<file path="config.mk">
export PLATFORM = sky130hd
export DESIGN_NAME = fpu_arbiter_flat
export DESIGN_NICKNAME = d
export VERILOG_FILES = /design/src/rtl/fpu_arbiter_pkg.sv /design/src/rtl/fpu_arbiter_if.sv /design/src/rtl/fpu_arbiter_rr_grant.sv /design/src/rtl/fpu_arbiter.sv /design/src/flat_wrapper.sv
export SDC_FILE = /design/constraint.sdc
export NUM_CORES = 1
export LEC_CHECK = 0
export BUFFER_PORTS_ARGS = -buffer_cell sky130_fd_sc_hd__buf_2
export CAP_MARGIN = 10
export CORE_AREA = 2 2 208 210
export DETAILED_ROUTE_END_ITERATION = 8
export DIE_AREA = 0 0 210 212
export PLACE_DENSITY = 0.51
export SYNTH_ARGS = -nofsm -noshare
export SYNTH_HDL_FRONTEND = slang
export SYNTH_SLANG_ARGS = --single-unit
</file>
<file path="constraint.sdc">
create_clock -name clk -period 7.8 [get_ports clk]
set_input_delay 1.56 -clock clk [delete_from_list [all_inputs] [get_ports clk]]
set_output_delay 1.56 -clock clk [all_outputs]
set_load 0.03 [all_outputs]
</file>
<file path="src/rtl/fpu_arbiter_pkg.sv">
`default_nettype none
// ----------------------------------------------------------------------------
// fpu_arbiter_pkg: shared types and defaults for the FPU arbiter slice.
// Revision 1.0
// ----------------------------------------------------------------------------
package fpu_arbiter_pkg;

  localparam int FPU_OP_WIDTH       = 2;
  localparam int DEFAULT_NUM_REQ    = 4;
  localparam int DEFAULT_DATA_WIDTH = 32;
  localparam int DEFAULT_CNT_WIDTH  = 16;

  typedef enum logic [FPU_OP_WIDTH-1:0] {
    NOP  = 2'd0,
    ADD  = 2'd1,
    MULT = 2'd2
  } fpu_operation_t;

  typedef enum logic [1:0] {
    IDLE   = 2'd0,
    ISSUE  = 2'd1,
    WAIT   = 2'd2,
    RETURN = 2'd3
  } arb_state_t;

  // The unused encoding 2'b11 collapses to NOP so it completes locally.
  function automatic fpu_operation_t legalize_op(input logic [FPU_OP_WIDTH-1:0] op);
    case (op)
      2'd1:    return ADD;
      2'd2:    return MULT;
      default: return NOP;
    endcase
  endfunction

endpackage
`default_nettype wire

</file>
<file path="src/rtl/fpu_arbiter_if.sv">
`default_nettype none
// ----------------------------------------------------------------------------
// fpu_arbiter_if: requester and FPU-core stb/ack signals around the arbiter.
// Revision 1.0
// ----------------------------------------------------------------------------
interface fpu_arbiter_if
  import fpu_arbiter_pkg::*;
#(
  parameter int NUM_REQ    = DEFAULT_NUM_REQ,
  parameter int DATA_WIDTH = DEFAULT_DATA_WIDTH
);
  logic [NUM_REQ-1:0]              req_stb;
  logic [NUM_REQ*FPU_OP_WIDTH-1:0] req_op;
  logic [NUM_REQ*DATA_WIDTH-1:0]   req_a;
  logic [NUM_REQ*DATA_WIDTH-1:0]   req_b;
  logic [NUM_REQ-1:0]              req_ack;
  logic [NUM_REQ-1:0]              rsp_stb;
  logic [DATA_WIDTH-1:0]           rsp_z;
  logic [NUM_REQ-1:0]              rsp_ack;

  logic [DATA_WIDTH-1:0] add_input_a, add_input_b, add_output_z;
  logic                  add_input_stb, add_input_ack, add_output_stb, add_output_ack;
  logic [DATA_WIDTH-1:0] mul_input_a, mul_input_b, mul_output_z;
  logic                  mul_input_stb, mul_input_ack, mul_output_stb, mul_output_ack;

  // slave: the arbiter; master: requesters plus the two cores.
  modport slave (
    input  req_stb, req_op, req_a, req_b, rsp_ack,
    input  add_input_ack, add_output_z, add_output_stb,
    input  mul_input_ack, mul_output_z, mul_output_stb,
    output req_ack, rsp_stb, rsp_z,
    output add_input_a, add_input_b, add_input_stb, add_output_ack,
    output mul_input_a, mul_input_b, mul_input_stb, mul_output_ack
  );

  modport master (
    output req_stb, req_op, req_a, req_b, rsp_ack,
    output add_input_ack, add_output_z, add_output_stb,
    output mul_input_ack, mul_output_z, mul_output_stb,
    input  req_ack, rsp_stb, rsp_z,
    input  add_input_a, add_input_b, add_input_stb, add_output_ack,
    input  mul_input_a, mul_input_b, mul_input_stb, mul_output_ack
  );
endinterface
`default_nettype wire

</file>
<file path="src/rtl/fpu_arbiter_rr_grant.sv">
`default_nettype none
// ----------------------------------------------------------------------------
// fpu_arbiter_rr_grant: first set request at or after rr_ptr, modulo NUM_REQ.
// Revision 1.0
// ----------------------------------------------------------------------------
module fpu_arbiter_rr_grant #(
  parameter int NUM_REQ = 4
) (
  input  logic [NUM_REQ-1:0]         req,
  input  logic [$clog2(NUM_REQ)-1:0] rr_ptr,
  output logic                       grant_valid,
  output logic [$clog2(NUM_REQ)-1:0] grant_idx
);
  localparam int IDX_W = $clog2(NUM_REQ);

  logic [IDX_W-1:0] w_idx;

  // Scan from the farthest offset down so the nearest set bit wins last.
  always_comb begin
    grant_valid = 1'b0;
    grant_idx   = '0;
    w_idx       = '0;
    for (int i = NUM_REQ - 1; i >= 0; i--) begin
      w_idx = IDX_W'((int'(rr_ptr) + i) % NUM_REQ);
      if (req[w_idx]) begin
        grant_valid = 1'b1;
        grant_idx   = w_idx;
      end
    end
  end
endmodule
`default_nettype wire

</file>
<file path="src/rtl/fpu_arbiter.sv">
`default_nettype none
// ----------------------------------------------------------------------------
// fpu_arbiter: round-robin sharing of one adder and one multiplier core.
// Revision 1.0
// ----------------------------------------------------------------------------
module fpu_arbiter
  import fpu_arbiter_pkg::*;
#(
  parameter int NUM_REQ    = DEFAULT_NUM_REQ,
  parameter int DATA_WIDTH = DEFAULT_DATA_WIDTH,
  parameter int CNT_WIDTH  = DEFAULT_CNT_WIDTH
) (
  input  logic                       clk,
  input  logic                       rst,
  fpu_arbiter_if.slave               bus,
  output logic                       busy,
  output logic [$clog2(NUM_REQ)-1:0] grant_id,
  output logic [CNT_WIDTH-1:0]       op_count
);
  localparam int IDX_W = $clog2(NUM_REQ);

  arb_state_t              r_state, w_next;
  fpu_operation_t          r_op, w_sel_op;
  logic [DATA_WIDTH-1:0]   r_a, r_b, r_z, w_out_z;
  logic [IDX_W-1:0]        r_grant, r_rr_ptr, w_grant_idx;
  logic [NUM_REQ-1:0]      r_req_ack, w_rsp_stb;
  logic [CNT_WIDTH-1:0]    r_count;
  logic                    r_out_ack;
  logic                    w_grant_valid, w_is_mul, w_in_ack, w_out_stb, w_rsp_ack;
  logic                    w_add_stb, w_mul_stb;

  fpu_arbiter_rr_grant #(.NUM_REQ(NUM_REQ)) u_rr_grant (
    .req         (bus.req_stb),
    .rr_ptr      (r_rr_ptr),
    .grant_valid (w_grant_valid),
    .grant_idx   (w_grant_idx)
  );

  assign w_sel_op  = legalize_op(bus.req_op[w_grant_idx*FPU_OP_WIDTH +: FPU_OP_WIDTH]);
  assign w_is_mul  = (r_op == MULT);
  assign w_in_ack  = w_is_mul ? bus.mul_input_ack  : bus.add_input_ack;
  assign w_out_stb = w_is_mul ? bus.mul_output_stb : bus.add_output_stb;
  assign w_out_z   = w_is_mul ? bus.mul_output_z   : bus.add_output_z;
  assign w_rsp_ack = bus.rsp_ack[r_grant];

  always_ff @(posedge clk) begin
    if (!rst) r_state <= IDLE;
    else      r_state <= w_next;
  end

  always_comb begin
    w_next    = r_state;
    w_add_stb = 1'b0;
    w_mul_stb = 1'b0;
    w_rsp_stb = '0;
    case (r_state)
      IDLE: begin
        if (w_grant_valid) w_next = (w_sel_op == NOP) ? RETURN : ISSUE;
      end
      ISSUE: begin
        w_add_stb = (r_op == ADD);
        w_mul_stb = w_is_mul;
        if (w_in_ack) w_next = WAIT;
      end
      WAIT: begin
        if (w_out_stb) w_next = RETURN;
      end
      RETURN: begin
        w_rsp_stb = NUM_REQ'(1) << r_grant;
        if (w_rsp_ack) w_next = IDLE;
      end
      default: w_next = IDLE;
    endcase
  end

  // Datapath registers; req_ack and output_ack are single-cycle pulses.
  always_ff @(posedge clk) begin
    if (!rst) begin
      r_op      <= NOP;
      r_a       <= '0;
      r_b       <= '0;
      r_z       <= '0;
      r_grant   <= '0;
      r_rr_ptr  <= '0;
      r_req_ack <= '0;
      r_out_ack <= 1'b0;
      r_count   <= '0;
    end else begin
      r_req_ack <= '0;
      r_out_ack <= 1'b0;
      case (r_state)
        IDLE: begin
          if (w_grant_valid) begin
            r_grant   <= w_grant_idx;
            r_op      <= w_sel_op;
            r_a       <= bus.req_a[w_grant_idx*DATA_WIDTH +: DATA_WIDTH];
            r_b       <= bus.req_b[w_grant_idx*DATA_WIDTH +: DATA_WIDTH];
            r_req_ack <= NUM_REQ'(1) << w_grant_idx;
            if (w_sel_op == NOP) r_z <= '0;
          end
        end
        WAIT: begin
          if (w_out_stb) begin
            r_z       <= w_out_z;
            r_out_ack <= 1'b1;
          end
        end
        RETURN: begin
          if (w_rsp_ack) begin
            r_count  <= r_count + CNT_WIDTH'(1);
            r_rr_ptr <= (r_grant == IDX_W'(NUM_REQ - 1)) ? '0 : r_grant + IDX_W'(1);
          end
        end
        default: ;
      endcase
    end
  end

  assign bus.req_ack        = r_req_ack;
  assign bus.rsp_stb        = w_rsp_stb;
  assign bus.rsp_z          = r_z;
  assign bus.add_input_a    = r_a;
  assign bus.add_input_b    = r_b;
  assign bus.add_input_stb  = w_add_stb;
  assign bus.add_output_ack = r_out_ack && (r_op == ADD);
  assign bus.mul_input_a    = r_a;
  assign bus.mul_input_b    = r_b;
  assign bus.mul_input_stb  = w_mul_stb;
  assign bus.mul_output_ack = r_out_ack && w_is_mul;

  assign busy     = (r_state != IDLE);
  assign grant_id = r_grant;
  assign op_count = r_count;
endmodule
`default_nettype wire

</file>
<file path="src/flat_wrapper.sv">
// flat-port wrapper written by rule: the top's interface ports become plain ports
module fpu_arbiter_flat import fpu_arbiter_pkg::*;
#(
  parameter int NUM_REQ    = DEFAULT_NUM_REQ,
  parameter int DATA_WIDTH = DEFAULT_DATA_WIDTH,
  parameter int CNT_WIDTH  = DEFAULT_CNT_WIDTH
)
  (clk, rst, busy, grant_id, op_count, bus_req_stb, bus_req_op, bus_req_a, bus_req_b, bus_rsp_ack, bus_add_input_ack, bus_add_output_z, bus_add_output_stb, bus_mul_input_ack, bus_mul_output_z, bus_mul_output_stb, bus_req_ack, bus_rsp_stb, bus_rsp_z, bus_add_input_a, bus_add_input_b, bus_add_input_stb, bus_add_output_ack, bus_mul_input_a, bus_mul_input_b, bus_mul_input_stb, bus_mul_output_ack);
  fpu_arbiter_if #(.NUM_REQ(NUM_REQ), .DATA_WIDTH(DATA_WIDTH)) bus_i ();
  input  logic clk;
  input  logic rst;
  output logic busy;
  output logic [$clog2(NUM_REQ)-1:0] grant_id;
  output logic [CNT_WIDTH-1:0] op_count;
  input wire logic [$bits(bus_i.req_stb)-1:0] bus_req_stb;
  input wire logic [$bits(bus_i.req_op)-1:0] bus_req_op;
  input wire logic [$bits(bus_i.req_a)-1:0] bus_req_a;
  input wire logic [$bits(bus_i.req_b)-1:0] bus_req_b;
  input wire logic [$bits(bus_i.rsp_ack)-1:0] bus_rsp_ack;
  input wire logic [$bits(bus_i.add_input_ack)-1:0] bus_add_input_ack;
  input wire logic [$bits(bus_i.add_output_z)-1:0] bus_add_output_z;
  input wire logic [$bits(bus_i.add_output_stb)-1:0] bus_add_output_stb;
  input wire logic [$bits(bus_i.mul_input_ack)-1:0] bus_mul_input_ack;
  input wire logic [$bits(bus_i.mul_output_z)-1:0] bus_mul_output_z;
  input wire logic [$bits(bus_i.mul_output_stb)-1:0] bus_mul_output_stb;
  output wire logic [$bits(bus_i.req_ack)-1:0] bus_req_ack;
  output wire logic [$bits(bus_i.rsp_stb)-1:0] bus_rsp_stb;
  output wire logic [$bits(bus_i.rsp_z)-1:0] bus_rsp_z;
  output wire logic [$bits(bus_i.add_input_a)-1:0] bus_add_input_a;
  output wire logic [$bits(bus_i.add_input_b)-1:0] bus_add_input_b;
  output wire logic [$bits(bus_i.add_input_stb)-1:0] bus_add_input_stb;
  output wire logic [$bits(bus_i.add_output_ack)-1:0] bus_add_output_ack;
  output wire logic [$bits(bus_i.mul_input_a)-1:0] bus_mul_input_a;
  output wire logic [$bits(bus_i.mul_input_b)-1:0] bus_mul_input_b;
  output wire logic [$bits(bus_i.mul_input_stb)-1:0] bus_mul_input_stb;
  output wire logic [$bits(bus_i.mul_output_ack)-1:0] bus_mul_output_ack;
  assign bus_i.req_stb = bus_req_stb;
  assign bus_i.req_op = bus_req_op;
  assign bus_i.req_a = bus_req_a;
  assign bus_i.req_b = bus_req_b;
  assign bus_i.rsp_ack = bus_rsp_ack;
  assign bus_i.add_input_ack = bus_add_input_ack;
  assign bus_i.add_output_z = bus_add_output_z;
  assign bus_i.add_output_stb = bus_add_output_stb;
  assign bus_i.mul_input_ack = bus_mul_input_ack;
  assign bus_i.mul_output_z = bus_mul_output_z;
  assign bus_i.mul_output_stb = bus_mul_output_stb;
  assign bus_req_ack = bus_i.req_ack;
  assign bus_rsp_stb = bus_i.rsp_stb;
  assign bus_rsp_z = bus_i.rsp_z;
  assign bus_add_input_a = bus_i.add_input_a;
  assign bus_add_input_b = bus_i.add_input_b;
  assign bus_add_input_stb = bus_i.add_input_stb;
  assign bus_add_output_ack = bus_i.add_output_ack;
  assign bus_mul_input_a = bus_i.mul_input_a;
  assign bus_mul_input_b = bus_i.mul_input_b;
  assign bus_mul_input_stb = bus_i.mul_input_stb;
  assign bus_mul_output_ack = bus_i.mul_output_ack;
  fpu_arbiter #(.NUM_REQ(NUM_REQ), .DATA_WIDTH(DATA_WIDTH), .CNT_WIDTH(CNT_WIDTH)) u_core (.clk(clk), .rst(rst), .bus(bus_i), .busy(busy), .grant_id(grant_id), .op_count(op_count));
endmodule
</file>
## Yosys cells after proc, flatten, opt, wreduce, memory -nomap -nowiden

Index checks and enable logic that the tools add are counted.

- Output and inout bits: 191
- Input port bits: 342
- Bits in registers: 125
- Word-level logic and storage cells: 87

- Order comparisons: 5
- Shifts and indexed selects: 5
- Equal/unequal tests: 13
- Reductions and logical operators: 12
- $add $sub $neg: 5
- Multiplexer cells: 37

Operator list:

| operator | number |
|---|---|
| $shiftx A128 B8 Y32 | 2 |
| $mux W32 | 4 |
| $pmux W32 S2 | 1 |
| $mux W2 | 10 |
| $add A16 B1 Y16 const B | 1 |
| $lt A2 B3 Y1 const B | 5 |
| $mux W1 | 14 |
| $bmux W1 S2 | 5 |
| $eq A2 B2 Y1 const B | 5 |
| $ne A2 B1 Y1 const B | 4 |
| $pmux W2 S4 | 1 |
| $reduce_and A4 Y1 | 2 |
| $shiftx A8 B4 Y2 | 1 |
| $shl A1 B2 Y4 const A | 2 |
| $eq A2 B1 Y1 const B | 3 |
| $reduce_and A2 Y1 | 3 |
| $add A2 B1 Y2 const B | 2 |
| $add A2 B2 Y2 const B | 2 |
| $logic_not A2 Y1 | 2 |
| $mux W4 | 1 |
| $pmux W2 S2 | 1 |
| $reduce_bool A2 Y1 | 2 |
| $reduce_and A3 Y1 | 1 |
| $logic_and A1 B1 Y1 | 2 |
| $ne A2 B2 Y1 const B | 1 |

## Longest topological paths before layout

- Word-level depth: 14
- Gate-level depth with buffers: 13
- Mapped depth without buffers: 10

## Hierarchy

From an unflattened synthesis, not the netlist that was laid out.

- Cell total of the unflattened synthesis: 647
- Area, all modules: 7059.3 um2

Modules (own cells, without submodules):

| module | times used | area each (um2) | cells an instance |
|---|---|---|---|
| fpu_arbiter | 1 | 6981.7 | 634 |
| fpu_arbiter_rr_grant | 1 | 77.6 | 13 |

## Worst setup path after synthesis

OpenSTA, ideal clock, no wires.

- Path kind: input to register
- Start point: in bus_req_stb[2]
- End point: reg u_core.r_z[28] (netlist: u_core.bus.rsp_z[28])
- Path slack: 3.703 ns
- Stages: 11
- Data required time: 7.730 ns
- Arrival time: 4.027 ns
- Cells stage by stage: nor2b_1 > or4b_4 > nand2_2 > buf_2 > mux2_2 > ha_1 > nand3_1 > a22oi_1 > buf_2 > nand3_1 > a21boi_1

- Word-level cells in the longest chain between the ends: 12
- Elaborated cells on any way between the ends: 24
- Classes of those cells: eq/ne: 4; shift: 1; mux: 17; reduce/logical: 2

RTL lines:

| item | RTL line | text |
|---|---|---|
| start, declared | flat_wrapper.sv:15 | `input wire logic [$bits(bus_i.req_stb)-1:0] bus_req_stb;` |
| $bmux W1 S2 | fpu_arbiter_rr_grant.sv:25 | `if (req[w_idx]) begin` |
| $mux W1 (not written as such) | fpu_arbiter_rr_grant.sv:25 |  |
| $mux W2 (4 in a row) | fpu_arbiter_rr_grant.sv:25 |  |
| $shiftx A8 B4 Y2 | fpu_arbiter.sv:39 | `assign w_sel_op = legalize_op(bus.req_op[w_grant_idx*FPU_OP_WIDTH +: FPU_OP_WIDTH]);` |
| $eq A2 B2 Y1 / $eq A2 B1 Y1 (equally long branches) | fpu_arbiter_pkg.sv:28 | `case (op)` |
| $pmux W2 S2 | fpu_arbiter_pkg.sv:28 |  |
| $logic_not A2 Y1 | fpu_arbiter.sv:99 | `if (w_sel_op == NOP) r_z <= '0;` |
| $ne A2 B1 Y1 (no line) | n/a |  |
| $reduce_and A4 Y1 (no line) (*) | n/a |  |
| end signal, assigned | fpu_arbiter.sv:104 | `r_z <= w_out_z;` |
| end, declared | fpu_arbiter.sv:24 | `logic [DATA_WIDTH-1:0] r_a, r_b, r_z, w_out_z;` |

Mark *: on every way between the ends. The rest lies on a longest branch, timed or not. The select of a mux whose other input is x is not followed.
A chain may end at the register's enable or synchronous reset.

## Final worst setup path

- Start point: in bus_req_stb[2]
- End point: reg u_core.r_z[0] (netlist: u_core.bus.rsp_z[0])

Same word-level chain as after synthesis.

==> flow_summary.json <==
{
  "met2_wirelength_mm": 17.0,
  "critical_path.reg2reg.startpoint": "u_core.r_rr_ptr[0]",
  "yosys_warnings": 0,
  "floorplan.initialDensity": 0.184,
  "result_of_the_run": "completed",
  "final_antenna_violating_net_count": 0,
  "crit_fanout": 42,
  "synth.cell_area_um2": 7820,
  "post-synth-top-area-cell": "sky130_fd_sc_hd__dfxtp_1",
  "cts-htree-levels": 4,
  "most_used_standard_cells_in_the_synthesized_netlist": "131 x sky130_fd_sc_hd__and3_1, 128 x sky130_fd_sc_hd__a211oi_1, 125 x sky130_fd_sc_hd__dfxtp_1",
  "relSlewSlack": 0.257,
  "setup.worst_path.start": "bus_req_stb[2]",
  "netlist_top_cells_area": "sky130_fd_sc_hd__dfxtp_1 32%, sky130_fd_sc_hd__a211oi_1 12%, sky130_fd_sc_hd__and3_1 10%",
  "timing.reg2reg.worst_path_depth": 9,
  "synth_edf_count": 0,
  "hold_path.class": "reg2reg",
  "critical_path.n_buffers_inverters": 1,
  "cts_setup_buffers": 0,
  "critical_path_depth": 10,
  "worstSetupEndpoint": "u_core.bus.rsp_z[0]",
  "coreArea_um2": 42500,
  "crit_required_ns": 8.16,
  "slew_violations": 0,
  "grt_max_degree": 90,
  "clk_slew_on_worst_s_h_paths_ns": 0.06,
  "routed_wl_mm": 34.6,
  "synth_top_flop_cell": "sky130_fd_sc_hd__dfxtp_1",
  "clock_insertion_delay_worst_skew_ns": 0.44,
  "routed_wire_length_per_instance_um": 18.1,
  "totalPowerFinal_mw": 3.15,
  "finalCritPeriodShare": 0.596,
  "count_of_mapped_cells_out_of_synthesis": 939,
  "async_reset_ff_frac": 0,
  "synthDistinctLibCells": 42,
  "floorplan.die.height_um": 212,
  "r2r-end": "u_core.bus.rsp_z[0]",
  "worst_clock_skew_ns": 0.00903,
  "timing.fmax_mhz": 215,
  "die_footprint_um2": 44500,
  "cpMaxStageDelayCell": "sky130_fd_sc_hd__a22o_1",
  "synth_top_area_share": 0.320,
  "grtUsageTotal": 0.149,
  "vdd.ir_drop.worst_uv": 124,
  "setup.worst_path.end_class": "register",
  "setup-tns-final_ns": 0,
  "grt_first_pass_wirelength_mm": 49.5,
  "critical_path.startpoint_type": "primary input",
  "drtIter0Drc": 411,
  "period_needed_ns": 4.65,
  "vias_in_the_first_global_route": 8336,
  "hold_violations": 0,
  "cts_repair_resize_count": 0,
  "timing.critical_path.max_delay_family": "simple AND/OR/NAND/NOR gates",
  "number_of_i_o_pins": 533,
  "drt-vias-per-instance": 4.56,
  "drt_pass1_iterations": 4,
  "syn-num-nets": 1292,
  "fp-row-count": 76,
  "highest_layer": "met5",
  "post-dp-hpwl_mm": 26.2,
  "die_width_um": 210,
  "drv.max_cap_violation_count": 0,
  "port_buffers": 532,
  "grt_overflow_total": 0,
  "detailroute.wirelength.met3_mm": 2.65,
  "num_vias": 8706,
  "cts_sinks": 125,
  "post-route-drc-count": 0,
  "cts_tree": "done",
  "whs_path_depth": 2,
  "critical-path-max-stage-delay_ns": 0.89,
  "timing_worst_slew_pin_value_ns": 1.11,
  "total_leakage_power_nw": 5.28,
  "numCtsBuffers": 17,
  "yosys_register_bits": 125,
  "crit_path_cell_trace": "buf_2 -> nor2b_1 -> or4b_4 -> nand2_4 -> mux2_2 -> ha_1 -> nand3_1 -> a22o_1 -> nand2_1 -> a21boi_0",
  "drt-met1-wl_mm": 13.6,
  "finalSetupViolCount": 0,
  "finalWeightedCongestion": 0.798,
  "synth-seq-area-share": 0.320,
  "cts_root_buffer": "sky130_fd_sc_hd__clkbuf_16",
  "yosysMostFrequentCell": "sky130_fd_sc_hd__and3_1",
  "syn_area_per_cell_um2": 8.33,
  "crit_path_class": "in2reg",
  "critPathArrivalTime_ns": 5.01,
  "grt_antenna_before_repair": 9,
  "drive_gt1_frac": 0.457,
  "regToRegSetupSlack_ns": 4.01,
  "cts.hold.buffers_added": 0,
  "area_growth_syn_to_layout_pct": 40.5,
  "nets": 1697,
  "cts.path.max_buffers": 2,
  "p_per_area_nw_per_um2": 286,
  "rsz0062_at_grt": "no"
}
[metal layers]
| layer | up-vias | track usage |
|---|---|---|
| met5 | - | 0 |
| met4 | 4 | 0.0819 |
| met3 | 65 | 0.0433 |
| met2 | 407 | 0.260 |
| met1 | 4030 | 0.161 |
| li1 | 4200 | - |
[registers in the layout, indices dropped and copies added (netlist names)]
name / count
u_core.bus.req_ack: 4
u_core.r_out_ack: 1
u_core.op_count: 16
u_core.r_op: 2
u_core.r_state: 2
u_core.r_rr_ptr: 2
u_core.bus.add_input_a: 32
u_core.bus.add_input_b: 32
u_core.bus.rsp_z: 32
u_core.grant_id: 2
[power by group]
group          switching (mW)  internal [mW]  leakage [nW]
registers               0.123          0.776          1.02
logic                   0.997          0.428          3.97
clock network           0.334          0.487         0.285
total                    1.45           1.69          5.28
[cell type report]
class,instances,area (um^2)
Antenna cell,5,12.5
Clock buffer,19,453
Sequential cell,125,2500
Timing Repair Buffer,543,2750
Tap cell,546,683
Inverter,6,22.5
Fill cell,4703,31500
Multi-Input combinational cell,651,4430
Clock inverter,13,141
[worst min-delay path by stage]
| stage | startpoint | end |
|---|---|---|
| final | u_core.bus.rsp_z[18] | u_core.bus.rsp_z[18] |
| after global routing | u_core.bus.rsp_z[1] | u_core.bus.rsp_z[1] |
| after CTS | u_core.bus.rsp_z[18] | u_core.bus.rsp_z[18] |
| after detailed placement | u_core.bus.rsp_z[18] | u_core.bus.rsp_z[18] |
| after global placement | u_core.bus.rsp_z[16] | u_core.bus.rsp_z[16] |
| after floorplan | u_core.r_op[1] | u_core.r_op[1] |
[metrics by stage]
stage / hold slack (ns) / setup WS [ns] / cell area [um^2] / utilization / cells
3_3_place_gp: 0.437 / 2.71 / 10400 / 0.244 / 1871
3_5_place_dp: 0.439 / 2.66 / 10400 / 0.244 / 1871
6_report: 0.444 / 3.15 / 11000 / 0.258 / 1908
2_1_floorplan: 0.463 / 3.70 / 7820 / - / 939
4_1_cts: 0.448 / 3.15 / 11000 / 0.258 / 1903
5_1_grt: 0.464 / 2.90 / 11000 / 0.258 / 1907
[worst min-delay path, delay by kind of cell (launching register included)]
family / cells / cell delay, ns
flip-flops: 1 / 0.30
AND/OR/NAND/NOR: 1 / 0.05
AO/OA/AOI/OAI: 1 / 0.05
[kinds of logic (layout without fill, tap and decap cells)]
| family | after synthesis | after routing | synth area share |
|---|---|---|---|
| compound gates | 247 | 247 | 0.238 |
| xor+xnor | 12 | 12 | 0.0134 |
| fa+ha+maj | 11 | 11 | 0.0176 |
| buf+inv | 163 | 581 | 0.120 |
| flops | 125 | 125 | 0.320 |
| mux | 45 | 45 | 0.0648 |
| other cells | 0 | 5 | 0 |
| simple gates | 336 | 336 | 0.227 |
[placed cells by master, fill, tap and decap left out, drive strengths merged, types with 21 or more instances in the layout]
master	Yosys	final
a211oi	128	128
a21boi	39	39
and2	21	21
and3	131	131
buf	111	543
dfxtp	125	125
mux2	35	35
nand2	114	114
nand3	39	39
o31ai	64	64
(Power assumes the default switching activity.)
